**config.mk**
```make
export PLATFORM = sky130hd
export DESIGN_NAME = serial_adder
export DESIGN_NICKNAME = d
export VERILOG_FILES = /design/src/rtl/serial_adder.sv
export SDC_FILE = /design/constraint.sdc
export NUM_CORES = 1
export LEC_CHECK = 0
export BUFFER_PORTS_ARGS = -buffer_cell sky130_fd_sc_hd__clkbuf_2
export CORE_MARGIN = 4
export CORE_UTILIZATION = 49
export DETAILED_ROUTE_END_ITERATION = 7
export GPL_TIMING_DRIVEN = 1
export PLACE_DENSITY = 0.75
export SLEW_MARGIN = 20
export SYNTH_ARGS = -nofsm -noshare
export SYNTH_HDL_FRONTEND = slang
export SYNTH_SLANG_ARGS = --single-unit
```
**constraint.sdc**
```tcl
create_clock -name clk -period 1.18 [get_ports clk]
set_input_delay 0.236 -clock clk [delete_from_list [all_inputs] [get_ports clk]]
set_output_delay 0.236 -clock clk [all_outputs]
set_load 0.02 [all_outputs]
```
**src/rtl/serial_adder.sv**
```systemverilog
// Bit-serial ripple adder: one full-adder cell plus a carry flop, LSB first.
// {carry_out, sum} = augend + addend + carry_in, delivered over valid/ready.
//
// state | meaning
// IDLE  | in_ready high, waiting for operands
// ADD   | one bit per clock through the full-adder cell
// DONE  | result held on sum/carry_out until out_ready
module serial_adder #(
  parameter int WIDTH = 8
) (
  input  logic             clk,
  input  logic             rst_n,
  input  logic [WIDTH-1:0] augend,
  input  logic [WIDTH-1:0] addend,
  input  logic             carry_in,
  input  logic             in_valid,
  output logic             in_ready,
  output logic [WIDTH-1:0] sum,
  output logic             carry_out,
  output logic             out_valid,
  input  logic             out_ready
);

  localparam int CW = $clog2(WIDTH + 1);

  typedef enum logic [1:0] {
    IDLE = 2'd0,
    ADD  = 2'd1,
    DONE = 2'd2
  } state_t;

  state_t           state;
  logic [WIDTH-1:0] aug_sh;
  logic [WIDTH-1:0] add_sh;
  logic [WIDTH-1:0] sum_sh;
  logic [WIDTH-1:0] sum_next;
  logic             carry_r;
  logic [CW-1:0]    bit_cnt;
  logic             bit_sum;
  logic             bit_carry;
  logic             last_bit;

  assign bit_sum   = aug_sh[0] ^ add_sh[0] ^ carry_r;
  assign bit_carry = (aug_sh[0] & add_sh[0]) | (carry_r & (aug_sh[0] ^ add_sh[0]));
  assign last_bit  = (bit_cnt == CW'(WIDTH - 1));

  // New sum bits enter at the MSB so the LSB lands in bit 0 after WIDTH shifts.
  generate
    if (WIDTH == 1) begin : g_sum_w1
      assign sum_next = bit_sum;
    end else begin : g_sum_wn
      assign sum_next = {bit_sum, sum_sh[WIDTH-1:1]};
    end
  endgenerate

  assign sum       = sum_sh;
  assign carry_out = carry_r;

  always_ff @(posedge clk or negedge rst_n) begin
    if (!rst_n) begin
      state     <= IDLE;
      in_ready  <= 1'b1;
      out_valid <= 1'b0;
      aug_sh    <= '0;
      add_sh    <= '0;
      sum_sh    <= '0;
      carry_r   <= 1'b0;
      bit_cnt   <= '0;
    end else begin
      case (state)
        IDLE: begin
          if (in_valid) begin
            aug_sh   <= augend;
            add_sh   <= addend;
            carry_r  <= carry_in;
            bit_cnt  <= '0;
            state    <= ADD;
            in_ready <= 1'b0;
          end
        end
        ADD: begin
          sum_sh  <= sum_next;
          aug_sh  <= aug_sh >> 1;
          add_sh  <= add_sh >> 1;
          carry_r <= bit_carry;
          bit_cnt <= bit_cnt + CW'(1);
          if (last_bit) begin
            state     <= DONE;
            out_valid <= 1'b1;
          end
        end
        DONE: begin
          if (out_ready) begin
            state     <= IDLE;
            out_valid <= 1'b0;
            in_ready  <= 1'b1;
          end
        end
        default: begin
          state     <= IDLE;
          in_ready  <= 1'b1;
          out_valid <= 1'b0;
        end
      endcase
    end
  end

endmodule

```
==> out/qor.yml, run 1 <==
pwr:
  power.share.combinational_pct: 44.0
  clock_group_share_of_total_power_pct: 13.7
  netSwitchingFraction_pct: 38.6
  vdd_ir_max_v: 0.00111
  seq_power_share_pct: 42.3
  p_total_mw: 4.69
  switchingPower_mw: 1.81
  static-leakage-power_nw: 1.01
  internal_power_mw: 2.88
  power_density_nw_per_um2: 2300
cts:
  cts_tree: "built"
  tritoncts.num_buffers: 5
  worstSkewPairLatency_ns: 0.32
  cts_root_buf: "sky130_fd_sc_hd__clkbuf_4"
  clk_path_buf_depth: 2
  cts_htree_levels: 2
  clock_sinks: 33
  cts.reportedPaths.clkPinSlew_ns: 0.10
logic_synthesis:
  asyncSetResetFlopFracSynth_pct: 100
  synth_warnings: 0
  postSynth.topFlopCell: "sky130_fd_sc_hd__dfrtp_1"
  synthCells: 161
  syn_avg_cell_area_sq_um: 10.2
  netlist_top_cells_area: "sky130_fd_sc_hd__dfrtp_1 (49%), sky130_fd_sc_hd__nand2_1 (6.8%), sky130_fd_sc_hd__a22oi_1 (6.4%)"
  synthesis.area_sq_um: 1650
  synth-edff-count: 0
  synth.top_cell.area_share_pct: 48.6
  synthDominantAreaCellType: "sky130_fd_sc_hd__dfrtp_1"
  synth-seq-cells: 33
  syn-num-nets: 184
  seq_area_frac_synth_pct: 50.2
  synth_cell_types: 29
placement:
  place.port_buffers: 31
  placed_wire_length_estimate_um: 2490
  gp_routability_congestion: 0.770
flow_run:
  drv_cap: 0
final_layout:
  num-fill-cells: 244
  areaGrowthSynthToFinish_pct: 23.4
  diodes: 0
  design.final.nets: 231
  drive_above_1_share_pct: 40.7
die:
  die_width_um: 66.0
  floorplan.io_pins: 32
  start_util_pct: 52.7
  core.rowCount: 20
  die_h_um: 66.0
  fp.dieArea_sq_um: 4360
  core_sq_um: 3130
detailed_routing:
  vias: 1346
  first_pass_iters: 4
  route.detailed.drc: 0
  routed_wire_length_per_instance_um: 13.7
  drtIter0Drc: 79
  drt-vias-per-instance: 5.32
  antenna_violating_nets_post_route: 0
  total_length_of_routed_wires_um: 3480
worst_setup_path:
  cpPeakStageDelay_ns: 0.56
  setup.worst_path.end_class: "output port"
  worst-path-max-fanout: 2
  worst-endpoint-required_ns: 0.94
  critPathBufInv: 1
  timing.critical_path.cells: "buf_8"
  critical-path-top-delay-family: "flip-flops"
  worstPathArrival_ns: 0.99
  critical-path-slowest-cell: "sky130_fd_sc_hd__dfstp_2"
  start_kind: "flop"
  timing_worst_setup_path_type: "flop to output port"
min_path:
  worst_hold_path_class: "input pin to flop"
global_route:
  first_global_vias: 1348
  wire_length_of_the_first_global_routing_pass_um: 5890
  grt_max_degree: 22
  grt_util_all_layers_pct: 17.4
  grt_overflow_total: 0
  antenna_found_initial: 0
sta:
  timing.setup.tns_ns: -0.0507
  setup_viol: 2
  max_slew.worst_pin.slew_ns: 0.344
  grt_setup_unrepaired: "yes"
  finalMaxSlewViolations: 0
  maxClockFrequency_mhz: 815
  finalClockSkew_ns: 0.00707
  final_critical_path_setup_slack_ns: -0.0468
  final_min_period_over_clock_period_pct: 104
  timing_hold_violations_final: 0
  timing.slew.headroom_pct: 77.0
  layout_min_cycle_time_ns: 1.23
run_status:
  violated_checks: "negative setup slack"
  result_of_the_run: "finished with violations"
[cells in the mapped netlist, types with 2 or more instances]
library cell / number
sky130_fd_sc_hd__a22o_1: 2
sky130_fd_sc_hd__o21ai_0: 3
sky130_fd_sc_hd__clkbuf_1: 2
sky130_fd_sc_hd__nand2_1: 30
sky130_fd_sc_hd__o21ai_1: 14
sky130_fd_sc_hd__a22oi_1: 14
sky130_fd_sc_hd__mux2_2: 2
sky130_fd_sc_hd__nand3_1: 2
sky130_fd_sc_hd__buf_6: 2
sky130_fd_sc_hd__buf_2: 5
sky130_fd_sc_hd__a21oi_2: 10
sky130_fd_sc_hd__nor2_1: 6
sky130_fd_sc_hd__dfrtp_1: 32
sky130_fd_sc_hd__a21oi_1: 8
sky130_fd_sc_hd__and2b_1: 8
sky130_fd_sc_hd__and2b_2: 8
[routing by layer]
| layer | GRT usage (%) | vias up | share of wire, % |
|---|---|---|---|
| met2 | 29.0 | 32 | 48 |
| met3 | 4.42 | 7 | 4.3 |
| met1 | 22.4 | 648 | 46 |
| li1 | - | 659 | - |
| met4 | 4.57 | 0 | 1.2 |
| met5 | 0 | - | 0 |
[worst register-to-register path: stages (launching register included)]
cell and delay [ns]:
sky130_fd_sc_hd__dfrtp_1 0.41, sky130_fd_sc_hd__ha_2 0.19, sky130_fd_sc_hd__and4b_1 0.22, sky130_fd_sc_hd__mux2_2 0.27
[through the flow]
step / instances / utilization [%] / instance area [sq um] / hold slack [ns] / worst slack (ns)
finish: 253 / 65.1 / 2040 / 0.176 / -0.0468
global route: 253 / 65.1 / 2040 / 0.168 / -0.0832
CTS: 251 / 64.1 / 2000 / 0.164 / -0.0685
detailed placement: 240 / 60.9 / 1910 / 0.158 / -0.0138
global placement: 240 / 60.9 / 1910 / 0.156 / 0.0229
floorplan: 161 / - / 1650 / -0.0596 / 0.00356
[state kept, by name (all words and copies together), names as in the netlist]
signal	count
add_sh	8
aug_sh	8
bit_cnt	4
carry_out	1
in_ready	1
out_valid	1
state	2
sum	8
[final timing paths]
path	cells after the start	slack [ns]	endpoint	from
max	1	-0.05	in_ready	in_ready
min	3	0.18	aug_sh[3]	augend[3]
max reg2reg	3	0	state[1]	bit_cnt[1]
min reg2reg	2	0.49	sum[0]	sum[0]
max in group asynchronous	3	0.40	carry_out	rst_n
min in group asynchronous	2	0.34	bit_cnt[0]	rst_n
[kinds of logic after synthesis]
group	Yosys count	synth area share [%]
DFF	33	50.2
AOI/OAI and AO/OA	55	22.6
buffers and inverters	10	4.55
and+or+nand+nor	59	19.3
adders and majority gates	2	1.97
muxes	2	1.37
[cell usage in the layout (no fill, tap or decap), types with 2 or more instances in the layout]
cell / netlist / layout
sky130_fd_sc_hd__a21oi_1: 8 / 8
sky130_fd_sc_hd__a21oi_2: 10 / 10
sky130_fd_sc_hd__a22o_1: 2 / 2
sky130_fd_sc_hd__a22oi_1: 14 / 14
sky130_fd_sc_hd__and2b_1: 8 / 8
sky130_fd_sc_hd__and2b_2: 8 / 8
sky130_fd_sc_hd__and2b_4: 1 / 2
sky130_fd_sc_hd__buf_4: 0 / 15
sky130_fd_sc_hd__buf_6: 2 / 2
sky130_fd_sc_hd__clkbuf_1: 2 / 2
sky130_fd_sc_hd__clkbuf_2: 0 / 29
sky130_fd_sc_hd__clkbuf_4: 0 / 5
sky130_fd_sc_hd__dfrtp_1: 32 / 29
sky130_fd_sc_hd__dfrtp_2: 0 / 3
sky130_fd_sc_hd__nand2_1: 30 / 30
sky130_fd_sc_hd__nand3_1: 2 / 2
sky130_fd_sc_hd__nor2_1: 6 / 6
sky130_fd_sc_hd__o21ai_0: 3 / 3
sky130_fd_sc_hd__o21ai_1: 14 / 14
[power groups by stage]
stage	combinational [mW]	sequential, mW	clock [mW]
floorplan	1.18	2.12	0
global placement	1.82	1.96	0
detailed placement	1.90	2.00	0
CTS	1.97	1.99	0.663
global route	2.29	2.05	0.724
finish	2.06	1.98	0.643
[final cells by class]
cell class                 instances  area, sq um  area share (%)
sequential                        33          831            40.8
clock buffer                       8         58.8            2.89
tap                               44         55.1            2.70
timing repair buffer              49          325            16.0
multi-input combinational        119          766            37.6
[timing repair]
action	in CTS	in global routing
gates resized for setup	6	9
gates cloned	1	0
hold buffers	1	0
setup buffers	1	2
pin swaps	0	3
setup endpoints to repair	17	13
endpoints found under the hold margin	11	0
No activity file was read; power rests on OpenSTA's default activity.
==> run 2: changes to the inputs <==
- RECOVER_POWER: not set -> 25
==> out/qor.yml, run 2 (synthesis gave the netlist of run 1 again) <==
die:
  floorplan.io_pins: 32
  core_sq_um: 3130
  fp.dieArea_sq_um: 4360
  core.rowCount: 20
  start_util_pct: 52.7
  die_width_um: 66.0
  die_h_um: 66.0
global_route:
  grt_max_degree: 22
  antenna_found_initial: 0
  wire_length_of_the_first_global_routing_pass_um: 5890
  first_global_vias: 1348
  grt_overflow_total: 0
  grt_util_all_layers_pct: 17.4
cts:
  worstSkewPairLatency_ns: 0.32
  cts_htree_levels: 2
  clock_sinks: 33
  cts_root_buf: "sky130_fd_sc_hd__clkbuf_4"
  cts_tree: "built"
  clk_path_buf_depth: 2
  tritoncts.num_buffers: 5
  cts.reportedPaths.clkPinSlew_ns: 0.10
worst_setup_path:
  setup.worst_path.end_class: "output port"
  worst-endpoint-required_ns: 0.94
  timing_worst_setup_path_type: "flop to output port"
  cpPeakStageDelay_ns: 0.56
  start_kind: "flop"
  critPathBufInv: 1
  timing.critical_path.cells: "buf_8"
  worst-path-max-fanout: 2
  critical-path-top-delay-family: "flip-flops"
  critical-path-slowest-cell: "sky130_fd_sc_hd__dfstp_2"
  worstPathArrival_ns: 0.99
sta:
  timing_hold_violations_final: 0
  timing.setup.tns_ns: -0.0507
  final_critical_path_setup_slack_ns: -0.0468
  finalClockSkew_ns: 0.00712
  layout_min_cycle_time_ns: 1.23
  timing.slew.headroom_pct: 52.1
  finalMaxSlewViolations: 0
  fin_worst_hold_slack_ns: 0.176
  max_slew.worst_pin.slew_ns: 0.719
  grt_setup_unrepaired: "yes"
  setup_viol: 2
  final_min_period_over_clock_period_pct: 104
  maxClockFrequency_mhz: 815
placement:
  placed_wire_length_estimate_um: 2490
  place.port_buffers: 31
  place_inst: 240
  placed_cell_area_sq_um: 1910
  gp_routability_congestion: 0.770
detailed_routing:
  routed_wire_length_per_instance_um: 13.7
  drtIter0Drc: 65
  route.detailed.drc: 0
  first_pass_iters: 4
  total_length_of_routed_wires_um: 3480
  vias: 1347
  antenna_violating_nets_post_route: 0
  drt-vias-per-instance: 5.32
min_path:
  worst_hold_path_class: "input pin to flop"
pwr:
  vdd_ir_max_v: 0.00111
  power_density_nw_per_um2: 2310
  p_total_mw: 4.69
  static-leakage-power_nw: 1.01
final_layout:
  drive_above_1_share_pct: 40.2
  final_design_area_no_fill_sq_um: 2030
  num-fill-cells: 246
  most_common_cell_after_layout_fill_and_taps_aside: "sky130_fd_sc_hd__nand2_1"
  layoutNonFillerInstCount: 253
  design.final.nets: 231
  areaGrowthSynthToFinish_pct: 23.1
  diodes: 0
  layout.cells.most_common_list: "sky130_fd_sc_hd__nand2_1 (30), sky130_fd_sc_hd__dfrtp_1 (29), sky130_fd_sc_hd__clkbuf_2 (28)"
flow_run:
  drv_cap: 0
run_status:
  result_of_the_run: "finished with violations"
  violated_checks: "negative setup slack"
-- run 2: stage by stage --
| step | utilization [%] | setup slack, ns |
|---|---|---|
| floorplan | - | 0.00356 |
| global placement | 60.9 | 0.0229 |
| detailed placement | 60.9 | -0.0138 |
| CTS | 64.1 | -0.0685 |
| global route | 64.9 | -0.0832 |
| finish | 64.9 | -0.0468 |
-- run 2: layer usage --
metal	wire [um]	vias up	track usage, %
met5	0	-	0
met2	1690	32	29.0
li1	-	659	-
met1	1600	649	22.4
met4	40	0	4.57
met3	151	7	4.42
-- run 2: layout make-up --
cell class	count	area (sq um)	share of cell area, %
sequential	33	831	40.9
multi-input combinational	119	766	37.7
timing repair buffer	49	319	15.7
clock buffer	8	58.8	2.90
tap	44	55.1	2.71
-- run 2: worst min-delay path, stage by stage --
cell                       delay (ns)
sky130_fd_sc_hd__clkbuf_2        0.07
sky130_fd_sc_hd__a21oi_1         0.05
sky130_fd_sc_hd__o21ai_1         0.10
-- run 2: worst paths after layout --
check | from | end | slack (ns) | cells past startpoint
min reg2reg | sum[0] | sum[0] | 0.49 | 2
min | augend[3] | aug_sh[3] | 0.18 | 3
max in group asynchronous | rst_n | carry_out | 0.09 | 3
max | in_ready | in_ready | -0.05 | 1
max reg2reg | bit_cnt[1] | state[1] | 0 | 3
min in group asynchronous | rst_n | bit_cnt[0] | 0.47 | 2
-- run 2: what timing repair did --
action                                 CTS  global route
hold buffers                             1             0
setup endpoints to repair               17            13
endpoints found under the hold margin   11             0
resized for setup                        6             9
buffers inserted                         1             2
pin swaps                                0             3
gates cloned                             1             0
-- run 2: power by group --
| part | total (mW) | internal [mW] | switching (mW) |
|---|---|---|---|
| clock | 0.643 | 0.294 | 0.349 |
| combinational | 2.06 | 0.983 | 1.08 |
| sequential | 1.98 | 1.60 | 0.385 |
| total | 4.69 | 2.88 | 1.81 |
==> run 3: changes to the inputs <==
- PLACE_DENSITY: 0.75 -> 0.84
- REMOVE_ABC_BUFFERS: not set -> 1
==> out/qor.yml, run 3 (synthesis gave the netlist of run 1 again) <==
run_status:
  violated_checks: "negative setup slack"
  result_of_the_run: "finished with violations"
final_layout:
  design.final.nets: 240
  post-route-util_pct: 68.7
  diodes: 0
  drive_above_1_share_pct: 44.5
  layout.cells.most_common_list: "sky130_fd_sc_hd__nand2_1 (30), sky130_fd_sc_hd__dfrtp_1 (30), sky130_fd_sc_hd__clkbuf_2 (26)"
  areaGrowthSynthToFinish_pct: 30.3
  num-fill-cells: 244
  layoutNonFillerInstCount: 262
worst_setup_path:
  setup.worst_path.end_class: "output port"
  timing_worst_setup_path_type: "flop to output port"
  worstPathArrival_ns: 1.02
  timing.critical_path.cells: "buf_8"
  critical-path-slowest-cell: "sky130_fd_sc_hd__dfstp_2"
  critical-path-top-delay-family: "flip-flops"
  start_kind: "flop"
  worst-endpoint-required_ns: 0.94
  worst-path-max-fanout: 2
  critPathBufInv: 1
  cpPeakStageDelay_ns: 0.57
sta:
  timing_hold_violations_final: 0
  maxClockFrequency_mhz: 796
  final_critical_path_setup_slack_ns: -0.0763
  max_slew.worst_pin.slew_ns: 0.450
  timing.setup.tns_ns: -0.168
  final_min_period_over_clock_period_pct: 106
  finalClockSkew_ns: 0.00264
  grt_setup_unrepaired: "yes"
  finalMaxSlewViolations: 0
  timing.slew.headroom_pct: 70.0
  setup_viol: 3
  layout_min_cycle_time_ns: 1.26
die:
  floorplan.io_pins: 32
  die_width_um: 66.0
  fp.dieArea_sq_um: 4360
  die_h_um: 66.0
  start_util_pct: 52.7
  core_sq_um: 3130
  core.rowCount: 20
cts:
  cts_root_buf: "sky130_fd_sc_hd__clkbuf_4"
  cts_htree_levels: 2
  cts_tree: "built"
  worstSkewPairLatency_ns: 0.34
  tritoncts.num_buffers: 5
  cts.reportedPaths.clkPinSlew_ns: 0.10
  clk_path_buf_depth: 2
  clock_sinks: 33
detailed_routing:
  drtIter0Drc: 59
  route.detailed.drc: 0
  vias: 1380
  antenna_violating_nets_post_route: 0
  total_length_of_routed_wires_um: 3660
  routed_wire_length_per_instance_um: 14.0
  first_pass_iters: 4
  drt-vias-per-instance: 5.27
global_route:
  grt_util_all_layers_pct: 18.5
  first_global_vias: 1329
  wire_length_of_the_first_global_routing_pass_um: 5950
  grt_max_degree: 34
  antenna_found_initial: 0
  grt_overflow_total: 0
pwr:
  power_density_nw_per_um2: 2380
  vdd_ir_max_v: 0.00119
  p_total_mw: 5.11
  static-leakage-power_nw: 1.08
min_path:
  worst_hold_path_class: "input pin to flop"
placement:
  place_inst: 240
  gp_routability_congestion: 0.759
  placed_wire_length_estimate_um: 2440
  place.port_buffers: 31
  preCtsSetupSlack_ns: -0.0191
flow_run:
  drv_cap: 0
-- run 3: timing repair --
action                                  in CTS  in global routing
pin swaps                                    1                  0
endpoints found under the setup margin      15                 21
setup buffers                                3                  9
cloned                                       1                  0
endpoints found under the hold margin       32                  0
hold buffers                                 1                  0
resized for setup                           10                 16
-- run 3: layout make-up --
cell class | instances | area, sq um | area share, %
tap | 44 | 55.1 | 2.56
timing repair buffer | 58 | 414 | 19.3
clock inverter | 1 | 5.00 | 0.233
sequential | 33 | 830 | 38.6
multi-input combinational | 119 | 781 | 36.3
clock buffer | 7 | 65.1 | 3.03
-- run 3: path summary, 6_finish.rpt --
path / startpoint / end / slack [ns] / cells past startpoint
worst max-delay path: in_ready / in_ready / -0.08 / 1
worst min-delay path: augend[5] / aug_sh[5] / 0.14 / 3
worst max register to register: bit_cnt[1] / state[1] / -0.02 / 3
worst min register to register: sum[0] / sum[0] / 0.49 / 2
max in group asynchronous: rst_n / in_ready / 0.35 / 3
min in group asynchronous: rst_n / sum[0] / 0.48 / 3
-- run 3: stage by stage --
stage	cell area [sq um]	hold slack, ns
after floorplan	1570	-0.0596
after global placement	1910	0.208
after detailed placement	1910	0.208
after CTS	2050	0.134
after global routing	2150	0.138
final	2150	0.144
-- run 3: report_power, final --
group / switching [mW] / leakage, nW / internal (mW)
Combinational: 1.17 / 0.617 / 1.24
Clock: 0.385 / 0.0413 / 0.345
Sequential: 0.378 / 0.422 / 1.60
-- run 3: metal layers --
metal	vias to the layer above	share of wire (%)	global-route usage (%)
met5	-	0	0
met2	37	51	30.9
met4	0	2.1	7.36
met3	9	5.1	5.95
met1	660	42	21.9
li1	674	-	-
-- run 3: worst min-delay path, stage by stage --
cell,delay (ns)
sky130_fd_sc_hd__clkbuf_2,0.08
sky130_fd_sc_hd__a21oi_2,0.05
sky130_fd_sc_hd__o21ai_2,0.09
